<file path="src/rtl/control_unit.sv">
// control_unit: Moore FSM sequencing fetch/decode/execute for the 16-bit processor
module control_unit #(
    parameter logic [2:0] ALU_PASS = 3'b000,
    parameter logic [2:0] ALU_ADD  = 3'b001,
    parameter logic [2:0] ALU_SUB  = 3'b010
) (
    input  logic        Clk,
    input  logic        Reset,
    input  logic [15:0] IR,
    output logic        PC_clr,
    output logic        PC_up,
    output logic        IR_ld,
    output logic [7:0]  D_addr,
    output logic        D_wr,
    output logic        RF_s,
    output logic [3:0]  RF_W_addr,
    output logic        RF_W_wr,
    output logic [3:0]  RF_Ra_addr,
    output logic        RF_Ra_rd,
    output logic [3:0]  RF_Rb_addr,
    output logic        RF_Rb_rd,
    output logic [2:0]  ALU_s0,
    output logic [3:0]  OutState
);
    localparam logic [3:0] S_INIT   = 4'd0;
    localparam logic [3:0] S_FETCH  = 4'd1;
    localparam logic [3:0] S_DECODE = 4'd2;
    localparam logic [3:0] S_NOOP   = 4'd3;
    localparam logic [3:0] S_LOADA  = 4'd4;
    localparam logic [3:0] S_LOADB  = 4'd5;
    localparam logic [3:0] S_STORE  = 4'd6;
    localparam logic [3:0] S_ADD    = 4'd7;
    localparam logic [3:0] S_SUB    = 4'd8;
    localparam logic [3:0] S_HALT   = 4'd9;

    logic [3:0] state, next;
    logic       load, arith, store;

    always_ff @(posedge Clk)
        state <= Reset ? S_INIT : next;

    always_comb begin
        next = S_INIT;
        case (state)
            S_INIT:   next = S_FETCH;
            S_FETCH:  next = S_DECODE;
            S_DECODE:
                case (IR[15:12])
                    4'h1:    next = S_STORE;
                    4'h2:    next = S_LOADA;
                    4'h3:    next = S_ADD;
                    4'h4:    next = S_SUB;
                    4'h5:    next = S_HALT;
                    default: next = S_NOOP;
                endcase
            S_NOOP, S_LOADB, S_STORE, S_ADD, S_SUB: next = S_FETCH;
            S_LOADA:  next = S_LOADB;
            S_HALT:   next = S_HALT;
            default:  next = S_INIT;
        endcase
    end

    always_comb begin
        load       = state == S_LOADA || state == S_LOADB;
        arith      = state == S_ADD || state == S_SUB;
        store      = state == S_STORE;
        PC_clr     = state == S_INIT;
        PC_up      = state == S_FETCH;
        IR_ld      = state == S_FETCH;
        D_addr     = load ? IR[11:4] : store ? IR[7:0] : 8'd0;
        D_wr       = store;
        RF_s       = load;
        RF_W_addr  = (load || arith) ? IR[3:0] : 4'd0;
        RF_W_wr    = state == S_LOADB || arith;
        RF_Ra_addr = (store || arith) ? IR[11:8] : 4'd0;
        RF_Ra_rd   = store || arith;
        RF_Rb_addr = arith ? IR[7:4] : 4'd0;
        RF_Rb_rd   = arith;
        ALU_s0     = state == S_ADD ? ALU_ADD : state == S_SUB ? ALU_SUB : ALU_PASS;
        OutState   = state;
    end
endmodule

</file>
<file path="config.mk">
export PLATFORM = sky130hd
export DESIGN_NAME = control_unit
export DESIGN_NICKNAME = d
export VERILOG_FILES = /design/src/rtl/control_unit.sv
export SDC_FILE = /design/constraint.sdc
export NUM_CORES = 1
export LEC_CHECK = 0
export ABC_CLOCK_PERIOD_IN_PS = 3000
export BUFFER_PORTS_ARGS = -buffer_cell sky130_fd_sc_hd__buf_2
export CORE_UTILIZATION = 38
export CTS_CLUSTER_SIZE = 40
export DETAILED_ROUTE_END_ITERATION = 7
export PLACE_DENSITY = 0.94
export SETUP_SLACK_MARGIN = 0.3
export SLEW_MARGIN = 20
export SYNTH_ARGS = -nofsm -noshare
export SYNTH_HDL_FRONTEND = slang
export SYNTH_SLANG_ARGS = --single-unit
</file>
<file path="constraint.sdc">
create_clock -name Clk -period 3 [get_ports Clk]
set_input_delay 0.15 -clock Clk [delete_from_list [all_inputs] [get_ports Clk]]
set_output_delay 0.15 -clock Clk [all_outputs]
set_load 0.03 [all_outputs]
</file>
==> results of run 1 <==
## power groups by stage
| stage | Clock (mW) | Sequential (mW) | Combinational (mW) |
|---|---|---|---|
| global placement | 0 | 0.100 | 0.196 |
| CTS | 0.0671 | 0.102 | 0.202 |
| global route | 0.0754 | 0.107 | 0.213 |
| floorplan | 0 | 0.0970 | 0.155 |
| detailed placement | 0 | 0.103 | 0.198 |
| finish | 0.0650 | 0.103 | 0.203 |
## routing by layer
| layer | wire, µm | GRT usage |
|---|---|---|
| met2 | 874 | 0.349 |
| met4 | 0 | 0.0500 |
| met3 | 114 | 0.0500 |
| met1 | 721 | 0.252 |
| met5 | 0 | 0 |
## layout make-up
type | instances | area [µm²]
tap | 15 | 18.8
clock buffer | 3 | 22.5
timing repair buffer | 51 | 255
multi-input combinational | 59 | 442
fill | 126 | 515
sequential | 4 | 80.1
## cells by family (layout without fill, tap and decap cells)
group	Yosys count	count (layout)
simple gates	30	30
compound gates	27	27
buf+inv	7	54
flops	4	4
other cells	1	1
xor+xnor	1	1
## layout by cell type (no fill, tap or decap), types with 3 or more instances in the layout
cell	synthesis	routed
buf_2	4	51
and2_1	10	10
a22o_1	8	8
dfxtp_1	4	4
a21boi_1	4	4
nor3_1	3	3
clkbuf_4	0	3
## final timing paths
kind              slack (ps)     endpoint   startpoint  depth (start not counted)
setup / recovery         910    D_addr[3]  OutState[1]                          4
hold / removal           110  OutState[3]        Reset                          2
hold reg to reg          660  OutState[3]  OutState[2]                          1
setup reg to reg        1500  OutState[0]  OutState[1]                          3
## metrics by stage
stage                     cells   util  area (µm²)  power (mW)  worst slack, ps
after floorplan              70      -         564       0.252             1060
after global placement      129  0.597         796       0.297             1310
after detailed placement    129  0.597         796       0.301             1190
after CTS                   132  0.614         818       0.371              927
after global routing        132  0.614         818       0.396              784
final                       132  0.614         818       0.371              915
==> metrics.md, run 1 <==
| Metric | Value |
|---|---|
| Gr usage total | `0.204` |
| Critical path's top delay family | `simple AND/OR/NAND/NOR gates` |
| I/O Pins | `53` |
| Clock slew at reported path FFs | `40 ps` |
| N_diodes | `0` |
| Worst Path Buf+Inv | `1` |
| Unrepaired setup endpoints after global routing | `no` |
| Max Transition Viols Final | `0` |
| Crit path largest cell delay | `640 ps` |
| EDFF count, synth | `0` |
| Lkg Pwr | `0.457 nW` |
| WL final | `1.71 mm` |
| Initial Util | `0.423` |
| Most frequent cell after synthesis | `and2_1` |
| Power Density | `454 nW/µm²` |
| Setup Fix Bufs, Post-CTS | `0` |
| Number of port buffers | `51` |
| Max FFs per register | `4` |
| Combinational share of power | `0.547` |
| Synth Area in Compound Gates | `0.370` |
| CTS tree | `done` |
| Period minus WS final | `2090 ps` |
| Synth cell types | `35` |
| Setup-failing EPs final | `0` |
| Status | `finished, final reports clean` |
| Simple-Gate Fraction of Synth Area | `0.390` |
| Die footprint | `1640 µm²` |
| First-pass GRT wire length | `2.25 mm` |
| Worst EP required | `2850 ps` |
| Gpl congestion | `0.901` |
| Drt pass-1 iters | `4` |
| Sw frac | `0.514` |
| Vias in the first global route | `516` |
| Worst setup SP type | `flip-flop` |
| Ys async rst share | `0` |
| Synth Flop Type | `dfxtp_1` |
| Clock sinks | `4` |
| Critical path cell sequence | `nor2b_1 -> and2_1 -> a22o_1 -> buf_2` |
| Yosys warns | `0` |
| Minimum hold slack | `113 ps` |
| Die Height | `40.5 µm` |
| Synthesized flop and latch total | `4` |
| Layout Skew | `6.45 ps` |
| # resized after CTS | `0` |
| Period utilization | `0.695` |
| Core Box Area | `1330 µm²` |
| Total Neg Setup Slack | `0 ps` |
| Sequential Power Share | `0.278` |
| Post-DR wirelength/cell | `13.0 µm` |
| Largest area contributor in the netlist | `dfxtp_1` |
| XOR/XNOR Fraction of Synth Area | `0.0155` |
| Gr ovfl total | `0` |
| Arrival time worst endpoint | `1940 ps` |
| Detailed Place HPWL | `1.28 mm` |
| Largest net degree at the start of global routing | `16` |
| Largest family of logic cells by synthesized area | `simple AND/OR/NAND/NOR gates` |
| Pint | `180 µW` |
| Synth top area share | `0.142` |
| Antenna violations before repair | `0` |
| Clock power frac | `0.175` |
| CTS Root Cell | `clkbuf_4` |
| Longest Clk Path Bufs | `2` |
| Mapped cell area | `564 µm²` |
| Iteration-0 DRC count of the detailed router | `16` |
| Syn_area_per_cell | `8.06 µm²` |
| HP Class | `in -> reg` |
| VDD IR max | `625 µV` |
| Cts hold-fix bufs | `0` |
| Layout area overhead | `45.0%` |
| F_max | `480 MHz` |
| Max Cap Viol | `0` |
| Mapped Nets | `88` |
| Layout cells sized above 1 | `0.496` |
| Num CTS Buffers | `3` |
| Post-Syn Instances | `70` |
| DRC Markers | `0` |
| Slew @ Worst Pin | `517 ps` |
| List of most frequent post-synthesis cells | `10 x and2_1, 8 x a22o_1, 4 x a21boi_1, 4 x buf_2, 4 x dfxtp_1` |
| Final Hold Viols | `0` |
| Die width | `40.5 µm` |
| Crit-path slowest cell | `dfxtp_1` |
| Top cells by area, synth | `dfxtp_1 14%, a22o_1 12%, and2_1 11%` |
| Htree depth | `1` |
| Sequential share of the synthesized area | `0.142` |
| Via density | `5.51` |
| Setup crit end kind | `primary output` |
| Nets@finish | `137` |
| Critical path class | `reg -> out` |
| CP max FO | `14` |
| Core Rows | `13` |
| Post-synthesis mux area share | `0` |
| Vias | `727` |
| Antenna Violating Nets Remaining | `0` |
| Worst rel slew slack | `0.655` |
| Clk_lat worst skew | `230 ps` |
| Switching component of the power | `191 µW` |
| Post-synthesis adder-cell area fraction | `0` |
Power figures use the tool's default switching activity.
==> run 2: changes to the inputs <==
--- a/config.mk
+++ b/config.mk
@@ -5,12 +5,13 @@
 export SDC_FILE = /design/constraint.sdc
 export NUM_CORES = 1
 export LEC_CHECK = 0
-export ABC_CLOCK_PERIOD_IN_PS = 3000
+export ABC_AREA = 1
+export ABC_CLOCK_PERIOD_IN_PS = 2100
 export BUFFER_PORTS_ARGS = -buffer_cell sky130_fd_sc_hd__buf_2
-export CORE_UTILIZATION = 38
+export CORE_UTILIZATION = 35
 export CTS_CLUSTER_SIZE = 40
 export DETAILED_ROUTE_END_ITERATION = 7
-export PLACE_DENSITY = 0.94
+export PLACE_DENSITY = 0.89
 export SETUP_SLACK_MARGIN = 0.3
 export SLEW_MARGIN = 20
 export SYNTH_ARGS = -nofsm -noshare
==> constraint.sdc (replaced) <==
create_clock -name Clk -period 2.1 [get_ports Clk]
set_input_delay 0.105 -clock Clk [delete_from_list [all_inputs] [get_ports Clk]]
set_output_delay 0.105 -clock Clk [all_outputs]
set_load 0.03 [all_outputs]
==> run 2 against run 1 <==
Clock skew is 3.3 ps higher. Combinational power grew 83%. Sequential power up 15%. Wire length grew 1.6%. Non-clock buffer count unchanged. Final cell count is 31% higher. Critical path depth rose by 3. Count of clock-buffer cells in the layout is the same. Synthesized cell count grew 51%. Design area up 2.3%. Utilization fell by 0.81 points. Worst setup slack lost 460 ps. Largest cell class unchanged. Largest power group unchanged.
==> metrics.md, run 2 <==
| Metric | Value |
|---|---|
| Status | `finished, final reports clean` |
| Synth cell types | `19` |
| Synth Flop Type | `dfxtp_1` |
| Iteration-0 DRC count of the detailed router | `36` |
| Clock slew at reported path FFs | `40 ps` |
| Period minus WS final | `1650 ps` |
| Clock sinks | `4` |
| Layout Cells excl Fill | `173` |
| Clk_lat worst skew | `250 ps` |
| Synthesized flop and latch total | `4` |
| N_diodes | `0` |
| F_max | `608 MHz` |
| Vias | `842` |
| Post-DP Area | `815 µm²` |
| Largest family of logic cells by synthesized area | `simple AND/OR/NAND/NOR gates` |
| Nets@finish | `178` |
| Max Cap Viol | `0` |
| XOR/XNOR Fraction of Synth Area | `0` |
| Post-Syn Instances | `106` |
| Syn_area_per_cell | `5.19 µm²` |
| Ys async rst share | `0` |
| Largest net degree at the start of global routing | `9` |
| R2R cell count | `8` |
| Worst setup SP type | `flip-flop` |
| FF-to-FF End | `OutState[0]` |
| Worst Path Buf+Inv | `3` |
| Total Neg Setup Slack | `0 ps` |
| Layout Skew | `9.77 ps` |
| Antenna Violating Nets Remaining | `0` |
| Largest area contributor in the netlist | `nand2_1` |
| CP max FO | `6` |
| Critical path cell sequence | `inv_1 -> nor2_2 -> nand2_1 -> inv_2 -> nand2_1 -> o21ai_0 -> buf_2` |
| Top cells by area, synth | `nand2_1 23%, inv_1 16%, dfxtp_1 15%` |
| Layout cells sized above 1 | `0.418` |
| HP Class | `in -> reg` |
| R2R Setup Slk | `1010 ps` |
| Commonest non-fill, non-tap cells in the layout | `51 x buf_2, 34 x nand2_1, 23 x inv_1` |
| Simple-Gate Fraction of Synth Area | `0.491` |
| Synth Area in Compound Gates | `0.145` |
| Max Transition Viols Final | `0` |
| Longest Clk Path Bufs | `2` |
| Sequential share of the synthesized area | `0.145` |
| Post-DR wirelength/cell | `10.1 µm` |
| Period utilization | `0.784` |
| Num CTS Buffers | `3` |
| Core Box Area | `1380 µm²` |
| Core Rows | `13` |
| Post-synthesis mux area share | `0` |
| Initial Util | `0.398` |
| Commonest non-fill, non-tap cell in the layout | `buf_2` |
| Critical path class | `reg -> out` |
| Die Height | `41.7 µm` |
| Gr ovfl total | `0` |
| VDD IR max | `528 µV` |
| Gr usage total | `0.224` |
| Vias in the first global route | `772` |
| Lkg Pwr | `0.635 nW` |
| Via density | `4.87` |
| Power Density | `706 nW/µm²` |
| Setup-failing EPs final | `0` |
| Yosys warns | `0` |
| Arrival time worst endpoint | `1540 ps` |
| EDFF count, synth | `0` |
| Die footprint | `1740 µm²` |
| Setup crit end kind | `primary output` |
| # resized after CTS | `0` |
| Placed insts | `170` |
| Final instance area | `837 µm²` |
| Max FFs per register | `4` |
| FF-to-FF Start | `OutState[1]` |
| Critical path's top delay family | `buffers and inverters` |
| I/O Pins | `53` |
| Antenna violations before repair | `0` |
| HP Start | `Reset` |
| Drt pass-1 iters | `4` |
| Gpl congestion | `0.804` |
| Post-synthesis adder-cell area fraction | `0` |
| Detailed Place HPWL | `1.48 mm` |
| Crit path largest cell delay | `340 ps` |
| Setup Fix Bufs, Post-CTS | `0` |
| WL final | `1.74 mm` |
| Final Hold Viols | `0` |
| Die width | `41.7 µm` |
| Cts hold-fix bufs | `0` |
| Mapped Nets | `124` |
| List of most frequent post-synthesis cells | `34 x nand2_1, 23 x inv_1, 14 x nor2_1` |
| DRC Markers | `0` |
| Synth top area share | `0.232` |
| Htree depth | `1` |
| Crit-path slowest cell | `dfxtp_1` |
| Number of port buffers | `51` |
| Most common cell on crit path | `nand2_1` |
| CTS tree | `done` |
| Layout area overhead | `52.0%` |
| First-pass GRT wire length | `3.07 mm` |
| Hold path endpoint | `OutState[2]` |
| Unrepaired setup endpoints after global routing | `yes` |
| Hold depth | `2` |
| Mapped cell area | `551 µm²` |
| Most frequent cell after synthesis | `nand2_1` |
| Worst EP required | `2000 ps` |
| CTS Root Cell | `clkbuf_4` |
run 2: how the worst max path moves through the flow:
stage / slack (ps) / cells after the start / to / start
final: 450 / 7 / D_addr[5] / OutState[2]
after global routing: 270 / 7 / D_addr[1] / OutState[1]
after CTS: 450 / 7 / D_addr[0] / OutState[1]
after detailed placement: 710 / 7 / D_addr[0] / OutState[1]
after global placement: 720 / 7 / D_addr[0] / OutState[1]
after floorplan: 330 / 4 / D_addr[0] / OutState[2]
run 2: routing by layer:
layer | global-route usage | vias up | share of wire
met5 | 0 | - | 0
met4 | 0.0968 | 0 | 0.017
met3 | 0.0652 | 5 | 0.12
met2 | 0.419 | 62 | 0.50
met1 | 0.227 | 358 | 0.37
li1 | - | 417 | -
run 2: area by class of cell:
class                   instances  area [µm²]
repair buffers                 51         255
clock buffers                   3        22.5
inverters                      27         101
flip-flops and latches          4        80.1
fillers                       140         546
multi-input cells              73         359
well taps                      15        18.8
run 2: through the flow:
stage | hold slack (ps) | setup slack, ps | utilization | power [mW]
after floorplan | 177 | 327 | - | 0.397
after global placement | 330 | 723 | 0.589 | 0.485
after detailed placement | 336 | 707 | 0.589 | 0.491
after CTS | 77.0 | 452 | 0.605 | 0.597
after global routing | 86.2 | 273 | 0.605 | 0.631
final | 83.6 | 454 | 0.605 | 0.591
run 2: power breakdown:
group | internal [mW] | total [mW] | switching (mW)
Clock | 0.0643 | 0.102 | 0.0375
Combinational | 0.105 | 0.371 | 0.265
Sequential | 0.0936 | 0.118 | 0.0246
run 2: worst reg2reg max path, delay by kind of cell (launching register included):
kind	cells	cell delay (ps)
simple gates	7	570
flops	1	400
buf+inv	1	90
run 2: cell families after synthesis:
family | after synthesis
flops | 4
buf+inv | 29
other cells | 1
compound gates | 14
simple gates | 58
==> run 3: changes to the inputs <==
--- a/config.mk
+++ b/config.mk
@@ -5,13 +5,13 @@
 export SDC_FILE = /design/constraint.sdc
 export NUM_CORES = 1
 export LEC_CHECK = 0
-export ABC_AREA = 1
-export ABC_CLOCK_PERIOD_IN_PS = 2100
+export ABC_AREA = 0
+export ABC_CLOCK_PERIOD_IN_PS = 1300
 export BUFFER_PORTS_ARGS = -buffer_cell sky130_fd_sc_hd__buf_2
-export CORE_UTILIZATION = 35
+export CORE_UTILIZATION = 32
 export CTS_CLUSTER_SIZE = 40
 export DETAILED_ROUTE_END_ITERATION = 7
-export PLACE_DENSITY = 0.89
+export PLACE_DENSITY = 0.85
 export SETUP_SLACK_MARGIN = 0.3
 export SLEW_MARGIN = 20
 export SYNTH_ARGS = -nofsm -noshare
==> constraint.sdc (replaced) <==
create_clock -name Clk -period 1.3 [get_ports Clk]
set_input_delay 0.065 -clock Clk [delete_from_list [all_inputs] [get_ports Clk]]
set_output_delay 0.065 -clock Clk [all_outputs]
set_load 0.03 [all_outputs]
==> run 3 against run 2 <==
The flow now stops in clock tree synthesis. Area after synthesis is 2.5% higher. Synthesized cell count is 34% lower.
==> metrics.md, run 3 <==
| Metric | Value |
|---|---|
| Status | `stopped before the end` |
| Most frequent cell after synthesis | `and2_1` |
| Synth cell types | `35` |
| Exit stage | `clock tree synthesis` |
| Synth top area share | `0.142` |
| Number of port buffers | `51` |
| Syn_area_per_cell | `8.06 µm²` |
| Top cells by area, synth | `dfxtp_1 14%, a22o_1 12%, and2_1 11%` |
| I/O Pins | `53` |
| List of most frequent post-synthesis cells | `10 x and2_1, 8 x a22o_1, 4 x a21boi_1, 4 x buf_2, 4 x dfxtp_1` |
| Mapped Nets | `88` |
| Initial Util | `0.358` |
| Gpl congestion | `0.884` |
| Synthesized flop and latch total | `4` |
| Post-Syn Instances | `70` |
| EDFF count, synth | `0` |
| Core Rows | `14` |
| Synth Flop Type | `dfxtp_1` |
| CTS Root Cell | `clkbuf_4` |
| Cts hold-fix bufs | `1` |
| Log Error | `[ERROR DPL-0033] detailed placement checks failed during check placement.` |
| Largest area contributor in the netlist | `dfxtp_1` |
| Htree depth | `1` |
| Ys async rst share | `0` |
| Die width | `44.0 µm` |
| Detailed Place HPWL | `1.74 mm` |
| Setup Fix Bufs, Post-CTS | `15` |
| Yosys warns | `0` |
| Num CTS Buffers | `3` |
| # resized after CTS | `88` |
| Sequential share of the synthesized area | `0.142` |
| Clock sinks | `4` |
| Die Height | `44.0 µm` |
| Longest Clk Path Bufs | `2` |
| Mapped cell area | `564 µm²` |
==> run 3: cell count changes after synthesis, sizes merged, moves of 4 or more <==
cell,previous run,this run
a21boi,0,4
nor2,17,2
nand2,36,1
buf,2,7
o21ai,8,2
nand3,4,0
inv,27,0
and2,0,10
a22o,0,8
==> run 3: through the flow <==
step	std cells	setup WS, ps	TNS [ps]	area (µm²)
after floorplan	70	-319	-4550	792
after detailed placement	140	-32.2	-162	1080
after global placement	140	21.1	0	1080
==> run 3: logic make-up after synthesis <==
kind of cell | after synthesis | share of synthesized area
buffers and inverters | 7 | 0.0754
DFF | 4 | 0.142
AOI/OAI and AO/OA | 27 | 0.370
xor gates and xnor gates | 1 | 0.0155
and+or+nand+nor | 30 | 0.390
other | 1 | 0.00665
==> run 4: changes to the inputs <==
--- a/config.mk
+++ b/config.mk
@@ -6,13 +6,12 @@
 export NUM_CORES = 1
 export LEC_CHECK = 0
 export ABC_AREA = 0
-export ABC_CLOCK_PERIOD_IN_PS = 1300
+export ABC_CLOCK_PERIOD_IN_PS = 1700
 export BUFFER_PORTS_ARGS = -buffer_cell sky130_fd_sc_hd__buf_2
-export CORE_UTILIZATION = 32
-export CTS_CLUSTER_SIZE = 40
+export CORE_AREA = 2 2 63 65
 export DETAILED_ROUTE_END_ITERATION = 7
-export PLACE_DENSITY = 0.85
-export SETUP_SLACK_MARGIN = 0.3
+export DIE_AREA = 0 0 65 67
+export PLACE_DENSITY_LB_ADDON = 0.15
 export SLEW_MARGIN = 20
 export SYNTH_ARGS = -nofsm -noshare
 export SYNTH_HDL_FRONTEND = slang
==> constraint.sdc (replaced) <==
create_clock -name Clk -period 1.7 [get_ports Clk]
set_input_delay 0.085 -clock Clk [delete_from_list [all_inputs] [get_ports Clk]]
set_output_delay 0.085 -clock Clk [all_outputs]
set_load 0.03 [all_outputs]
==> run 4 against run 3 <==
The run now ends clean.
==> metrics.md, run 4 (synthesis results as in run 1) <==
| Metric | Value |
|---|---|
| Critical path class | `reg -> out` |
| FF-to-FF Start | `OutState[0]` |
| R2R Setup Slk | `440 ps` |
| Core Rows | `22` |
| Lkg Pwr | `0.519 nW` |
| Core Box Area | `3610 µm²` |
| Vias in the first global route | `671` |
| VDD IR max | `362 µV` |
| DRC Markers | `0` |
| Period utilization | `0.943` |
| Initial Util | `0.156` |
| Drt pass-1 iters | `4` |
| Layout Skew | `2.13 ps` |
| Clock sinks | `4` |
| Setup-failing EPs final | `0` |
| Vias | `747` |
| Post-DP Area | `907 µm²` |
| Worst setup SP type | `flip-flop` |
| Unrepaired setup endpoints after global routing | `no` |
| Critical path cell sequence | `buf_6 -> nor4b_4 -> a21o_4 -> and2_2 -> buf_2` |
| Setup crit end kind | `primary output` |
| Commonest non-fill, non-tap cell in the layout | `buf_2` |
| CTS Root Cell | `clkbuf_8` |
| Final setup margin | `97.0 ps` |
| Max Transition Viols Final | `0` |
| Die footprint | `4360 µm²` |
| Iteration-0 DRC count of the detailed router | `4` |
| Period minus WS final | `1600 ps` |
| Antenna violations before repair | `0` |
| Total design power | `800 µW` |
| Final Hold Viols | `0` |
| DP Worst Slack | `213 ps` |
| Total Neg Setup Slack | `0 ps` |
| Nets@finish | `144` |
| FF-to-FF End | `OutState[3]` |
| Layout Utilization | `0.282` |
| Final instance area | `1020 µm²` |
| Critical path's top delay family | `simple AND/OR/NAND/NOR gates` |
| Post-DR wirelength/cell | `12.4 µm` |
| Die width | `65 µm` |
| Worst Path Buf+Inv | `2` |
| Num CTS Buffers | `3` |
| Commonest non-fill, non-tap cells in the layout | `45 x buf_2, 10 x buf_4, 8 x a22o_1` |
| Clk_lat worst skew | `210 ps` |
| First-pass GRT wire length | `3.10 mm` |
| Hold path endpoint | `OutState[3]` |
| Max FFs per register | `4` |
| Crit path largest cell delay | `370 ps` |
| Antenna Violating Nets Remaining | `0` |
| Layout area overhead | `80.0%` |
| Htree depth | `1` |
| CTS tree | `done` |
| Detailed Place HPWL | `1.77 mm` |
| Layout Cells excl Fill | `172` |
| WL final | `2.14 mm` |
| Placed insts | `166` |
| CP max FO | `7` |
| Status | `finished, final reports clean` |
| Arrival time worst endpoint | `1520 ps` |
| Gr usage total | `0.0918` |
| Max Cap Viol | `0` |
| N_diodes | `0` |
| Worst EP required | `1620 ps` |
| I/O Pins | `53` |
| Gpl congestion | `0.727` |
| HP Class | `in -> reg` |
| R2R cell count | `4` |
| Largest net degree at the start of global routing | `12` |
| Clock slew at reported path FFs | `30 ps` |
| Number of port buffers | `51` |
| Die Height | `67 µm` |
| Crit-path slowest cell | `nor4b_4` |
| Minimum hold slack | `83.8 ps` |
| Gr ovfl total | `0` |
| Via density | `4.34` |
| F_max | `624 MHz` |
| Layout cells sized above 1 | `0.645` |
| Cts hold-fix bufs | `0` |
| HP Start | `Reset` |
| Power Density | `788 nW/µm²` |
| Longest Clk Path Bufs | `2` |
| Hold depth | `2` |
[run 4: area by class of cell]
class / instances / area, µm²
tap: 48 / 60.1
timing repair buffer: 58 / 339
fill: 393 / 2590
multi-input combinational: 59 / 490
clock buffer: 3 / 41.3
sequential: 4 / 85.1
[run 4: power breakdown]
group | internal (mW) | switching, mW | total (mW)
Combinational | 0.175 | 0.280 | 0.455
Clock | 0.151 | 0.0469 | 0.198
Sequential | 0.114 | 0.0342 | 0.148
[run 4: timing repair]
action,CTS,global route
cloned,0,0
setup buffers,0,3
setup endpoints to repair,8,19
resized for setup,1,16
pin swaps,0,1
[run 4: worst max-delay path by stage]
stage | from | to | depth (start not counted)
global placement | OutState[2] | D_addr[2] | 4
global route | OutState[1] | RF_Ra_addr[3] | 5
floorplan | OutState[3] | RF_W_addr[0] | 4
finish | OutState[1] | RF_Ra_addr[2] | 5
detailed placement | OutState[2] | D_addr[2] | 4
CTS | OutState[0] | RF_W_addr[0] | 5
[run 4: per-layer routing]
metal / up-vias / GRT usage / part of all wire
met5: - / 0 / 0
met4: 0 / 0.0479 / 0
met3: 0 / 0.0135 / 0.037
met2: 23 / 0.164 / 0.55
met1: 349 / 0.106 / 0.41
li1: 375 / - / -
